## src/rtl/uart_pkg.sv

```systemverilog
// Shared UART definitions: FSM state encoding, default timing parameters and
// the frame-length helper used by both the transmitter and its bench.
package uart_pkg;

    typedef enum logic [1:0] {IDLE, START, DATA, STOP} uart_state_t;

    localparam int unsigned UART_DIVISOR   = 868;
    localparam int unsigned UART_STOP_BITS = 1;

    function automatic int unsigned frame_len(input int unsigned data_width,
                                              input int unsigned stop_bits,
                                              input int unsigned divisor);
        return (1 + data_width + stop_bits) * divisor;
    endfunction

endpackage

```

## src/rtl/axis_uart_tx.sv

```systemverilog
// AXI-Stream byte sink that serialises each accepted byte as an 8N1/8N2 UART
// frame on a registered txd output.
module axis_uart_tx
    import uart_pkg::*;
#(
    parameter int unsigned DATA_WIDTH = 8,
    parameter int unsigned DIVISOR    = UART_DIVISOR,
    parameter int unsigned STOP_BITS  = UART_STOP_BITS
) (
    input  logic                  clk,
    input  logic                  reset,
    input  logic [DATA_WIDTH-1:0] tdata,
    input  logic                  tvalid,
    output logic                  tready,
    output logic                  txd,
    output logic                  busy
);

    localparam int unsigned CW = $clog2(DIVISOR);
    localparam int unsigned BW = (DATA_WIDTH > 2) ? $clog2(DATA_WIDTH) : 1;

    localparam logic [CW-1:0] BAUD_LAST = CW'(DIVISOR - 1);
    localparam logic [BW-1:0] DATA_LAST = BW'(DATA_WIDTH - 1);
    localparam logic [BW-1:0] STOP_LAST = BW'(STOP_BITS - 1);

    generate
        if (DIVISOR < 2) begin : g_bad_divisor
            $error("axis_uart_tx: DIVISOR must be >= 2");
        end
        if (STOP_BITS < 1 || STOP_BITS > 2) begin : g_bad_stop_bits
            $error("axis_uart_tx: STOP_BITS must be 1 or 2");
        end
    endgenerate

    uart_state_t           state, state_n;
    logic [CW-1:0]         baud;
    logic [BW-1:0]         bitc;
    logic [DATA_WIDTH-1:0] shreg;
    logic                  txd_q;
    logic                  txd_n;
    logic                  accept;
    logic                  bit_end;

    always_comb begin
        state_n = state;
        txd_n   = 1'b1;
        bit_end = (baud == BAUD_LAST);
        tready  = (state == IDLE) && !reset;
        accept  = tready && tvalid;
        busy    = (state != IDLE);
        case (state)
            IDLE: begin
                if (accept) state_n = START;
            end
            START: begin
                txd_n = 1'b0;
                if (bit_end) state_n = DATA;
            end
            DATA: begin
                txd_n = shreg[0];
                if (bit_end && bitc == DATA_LAST) state_n = STOP;
            end
            STOP: begin
                if (bit_end && bitc == STOP_LAST) state_n = IDLE;
            end
            default: state_n = IDLE;
        endcase
    end

    // txd is registered from the current state, so the line lags the FSM by one clock.
    always_ff @(posedge clk) begin
        if (reset) begin
            state <= IDLE;
            baud  <= '0;
            bitc  <= '0;
            shreg <= '0;
            txd_q <= 1'b1;
        end else begin
            state <= state_n;
            txd_q <= txd_n;
            if (accept) begin
                shreg <= tdata;
                baud  <= '0;
                bitc  <= '0;
            end else if (state != IDLE) begin
                baud <= bit_end ? '0 : baud + 1'b1;
                if (bit_end) begin
                    if (state == DATA) shreg <= shreg >> 1;
                    // The bit counter restarts on every phase change; the stop phase reuses it.
                    if (state_n != state) bitc <= '0;
                    else if (state != START) bitc <= bitc + 1'b1;
                end
            end
        end
    end

    assign txd = txd_q;

endmodule

```

## config.mk

```make
export PLATFORM = sky130hd
export DESIGN_NAME = axis_uart_tx
export DESIGN_NICKNAME = d
export VERILOG_FILES = /design/src/rtl/uart_pkg.sv /design/src/rtl/axis_uart_tx.sv
export SDC_FILE = /design/constraint.sdc
export NUM_CORES = 1
export LEC_CHECK = 0
export ABC_AREA = 1
export CORE_ASPECT_RATIO = 0.5
export CORE_MARGIN = 5
export CORE_UTILIZATION = 50
export DETAILED_ROUTE_END_ITERATION = 8
export GPL_TIMING_DRIVEN = 0
export PLACE_DENSITY = 0.75
export SETUP_SLACK_MARGIN = 0.3
export SLEW_MARGIN = 40
export SYNTH_ARGS = -nofsm -noshare
export SYNTH_HDL_FRONTEND = slang
export SYNTH_SLANG_ARGS = --single-unit
```

## constraint.sdc

```tcl
create_clock -name clk -period 1.5 [get_ports clk]
set_input_delay 0.3 -clock clk [delete_from_list [all_inputs] [get_ports clk]]
set_output_delay 0.3 -clock clk [all_outputs]
set_load 0.02 [all_outputs]
```

==> impl_summary.txt <==
----------------------------------------------------
[Pwr]
  Total power ... 1.32 mW
  Peak supply drop ... 0.374 mV
  Power density of the placed cells ... about 760 mW/mm2
  Leakage power summed over all cells ... 0.691 nW

[Floorplan]
  Placeable core area ... 0.00257 mm2
  Number of primary I/O pins ... 14
  Die footprint ... around 0.0039 mm2
  Die outline height ... 46.5 um
  Number of placement rows ... 13
  DIE WIDTH ... 82.9 um
  Initial Util ... 0.517

[Timing]
  Max Transition Viols Final ... 0
  Worst slew margin ... 0.820
  Period utilisation layout ... 0.973
  Largest clock skew in the final design ... approximately 0.0025 ns
  Fin crit period ... about 1.5 ns
  Worst-Margin Slew ... roughly 0.27 ns
  Achievable clock frequency ... 0.685 GHz
  Post-route setup slack ... 0.0405 ns
  Number of setup violations in the final report ... 0
  Unrepaired setup endpoints after global routing ... true
  Hold Fails Final Rpt ... 0

[Placed design]
  Detailed placer's ending HPWL ... 1830 um
  GP Congestion ... 0.788
  Area after detailed placement ... 0.00154 mm2
  Post-placement cell count ... 216
  Number of buffers inserted by port buffering ... 13
  Post-place setup slack ... -0.403 ns

[Final layout]
  Util after Layout ... 0.676
  Diodes inserted ... 0
  Post-route insts no fill ... 233
  Fraction of final layout cells with drive strength greater than 1 ... 0.342
  Final instance area ... 0.00174 mm2
  # nets final ... 212
  Area delta synth->final ... 30.8%

[Logic synthesis]
  Synthesized cell area ... ~0.0013 mm2
  Leading post-synthesis cells by instance count ... 36 x sky130_fd_sc_hd__nand2_1, 24 x sky130_fd_sc_hd__dfxtp_1, 22 x sky130_fd_sc_hd__nor2_1
  Number of nets in the synthesized netlist ... 181
  Post-Synthesis Cells ... 166
  Seq/Total Area, Yosys ... 0.362
  Flip-flop and latch count after synthesis ... 24
  Post-synth top area share ... 0.362
  Top FF cell, synth ... sky130_fd_sc_hd__dfxtp_1
  Warnings from Yosys ... 0
  Post-synthesis average cell area ... 8.00 um2
  Cell types with the largest area share after synthesis ... sky130_fd_sc_hd__dfxtp_1 36%, sky130_fd_sc_hd__nand2_1 10%, sky130_fd_sc_hd__nor2_1 6.2%
  Number of library cell types mapped by synthesis ... 31
  Most frequently used cell type in the post-synthesis netlist ... sky130_fd_sc_hd__nand2_1
  Async set-or-reset flop fraction in the synthesized netlist ... 0
  Library cell with the largest summed area after synthesis ... sky130_fd_sc_hd__dfxtp_1
  Number of enable-type register cells in the synthesized netlist ... 0

[Setup path]
  Critical path data required time ... 1.68 ns
  Max FO, Critical Path ... 6
  Arr. time, crit path ... between 1.5 and 2 ns
  Worst-path cell with the longest stage delay ... sky130_fd_sc_hd__dfxtp_2
  Kind of start point of the critical path ... register
  Largest delay share family, worst path ... compound AO/OA/AOI/OAI gates
  CP Buf/Inv Count ... 1
  Critical Path End Type ... register
  WS Path Type ... reg -> reg
  Largest stage delay, worst path ... around 0.36 ns
  Sequence of cells on the critical path ... ha_4 > nand3_4 > nor2_4 > nand2_2 > o21ai_4 > buf_4 > nor2_1 > a311oi_1

[Routing]
  Number of search-and-repair iterations in the first detailed-routing pass ... 4
  Number of nets with antenna violations after detailed routing ... 0
  Post-route DRC ... 0
  Average routed wire per standard cell ... 11.3 um
  Drt initial violations ... 49
  Vias per cell ... 5.04
  Overall routed net length ... 2630 um
  Via count ... 1,174

[Global route]
  Largest net degree at the start of global routing ... 14
  Number of antenna violations at the first check in global routing ... 0
  M1 GR Usage ... 0.162
  Gr busiest metal ... met2
  All-Layer GR Usage ... 0.153
  GRT met3 Usage ... 0.0482
  M2 GR Usage ... 0.293
  Aggregate global routing overflow ... 0
  Via count of the first global-routing pass ... 1,052
  Global-route wire length before repair ... 4510 um

[Clock tree]
  CTS tree ... built
  Clock latency of the later-clocked register in the worst-skew pair ... 0.27 ns
  Clock Tree Root ... sky130_fd_sc_hd__clkbuf_8
  Clock transition at the register clock pins on the worst setup and hold paths after CTS ... 0.08 ns
  CTS Buf Count ... 3
  Number of levels in the clock H-tree ... 1
  Number of buffers added to fix hold violations after cts ... 0
  Number of clock sinks seen by CTS ... 24
  Max Buffers Root-to-Sink ... 2

[Status]
  Result of the run ... finished clean

[Flow run]
  Count of maximum capacitance violations ... 0

[Worst hold path]
  Class of the worst hold path ... reg -> reg

----------------------------------------------------
## flip-flops by register name, summed over array words and instances (netlist names)
register  cells
shreg         8
baud         10
state         2
bitc          3
txd           1
## power by group
part           switching (mW)  leakage, nW  internal, mW
Sequential             0.0154        0.199         0.659
Clock                   0.211       0.0288         0.235
Combinational           0.110        0.464        0.0939
## worst paths after layout
path | end | cells past startpoint | start | slack (ns)
max | shreg[3] | 8 | baud[1] | 0.04
min reg2reg | shreg[7] | 2 | shreg[7] | 0.48
max reg2reg | shreg[3] | 8 | baud[1] | 0.04
min | shreg[7] | 2 | shreg[7] | 0.48
## cells in the final DEF (no fill, tap or decap), types with 5 or more instances in the layout
cell,instances
sky130_fd_sc_hd__clkdlybuf4s50_1,9
sky130_fd_sc_hd__dfxtp_2,8
sky130_fd_sc_hd__inv_1,15
sky130_fd_sc_hd__a21oi_1,7
sky130_fd_sc_hd__nor2_4,5
sky130_fd_sc_hd__dfxtp_1,16
sky130_fd_sc_hd__buf_4,10
sky130_fd_sc_hd__nand2_1,35
sky130_fd_sc_hd__nor2_1,20
sky130_fd_sc_hd__nor2_2,5
sky130_fd_sc_hd__nand4_1,5
sky130_fd_sc_hd__o21ai_0,5
## routing by layer
layer / share of wire / up-vias / wire [um]
met5: 0 / - / 0
met4: 0.015 / 0 / 40
met3: 0.037 / 4 / 98
met2: 0.50 / 17 / 1330
met1: 0.44 / 542 / 1170
li1: - / 611 / -
## cell families after synthesis
family / count (synthesis) / synth area share
flip-flops: 24 / 0.362
AND/OR/NAND/NOR: 91 / 0.394
AO/OA/AOI/OAI: 21 / 0.117
adder cells (fa/ha/maj): 4 / 0.0377
XOR/XNOR: 2 / 0.0132
buffers and inverters: 24 / 0.0772
## per-stage QoR
step	TNS [ns]	hold WS (ns)
floorplan	0	0.439
global placement	-5.87	0.448
detailed placement	-6.37	0.468
CTS	0	0.485
global route	-0.164	0.502
finish	0	0.475
## worst min-delay path, stage by stage, from the launching register on
cell                      delay (ns)
sky130_fd_sc_hd__dfxtp_1        0.32
sky130_fd_sc_hd__nand2_1        0.06
sky130_fd_sc_hd__a21oi_1        0.06
## what timing repair did
action / 4_1_cts / 5_1_grt
cloned: 2 / 0
buffers inserted: 7 / 4
resized for setup: 16 / 15
endpoints found under the setup margin: 27 / 26
pin swaps: 2 / 4
## cell type report
cell class / instances / area (um2)
Fill cell: 215 / 832
Multi-Input combinational cell: 118 / 808
Sequential cell: 24 / 490
Timing Repair Buffer: 25 / 218
Inverter: 22 / 97.6
Clock buffer: 4 / 55.1
Tap cell: 37 / 46.3
Buffer: 2 / 16.3
Timing Repair inverter: 1 / 6.26
Power figures use the tool's default switching activity.
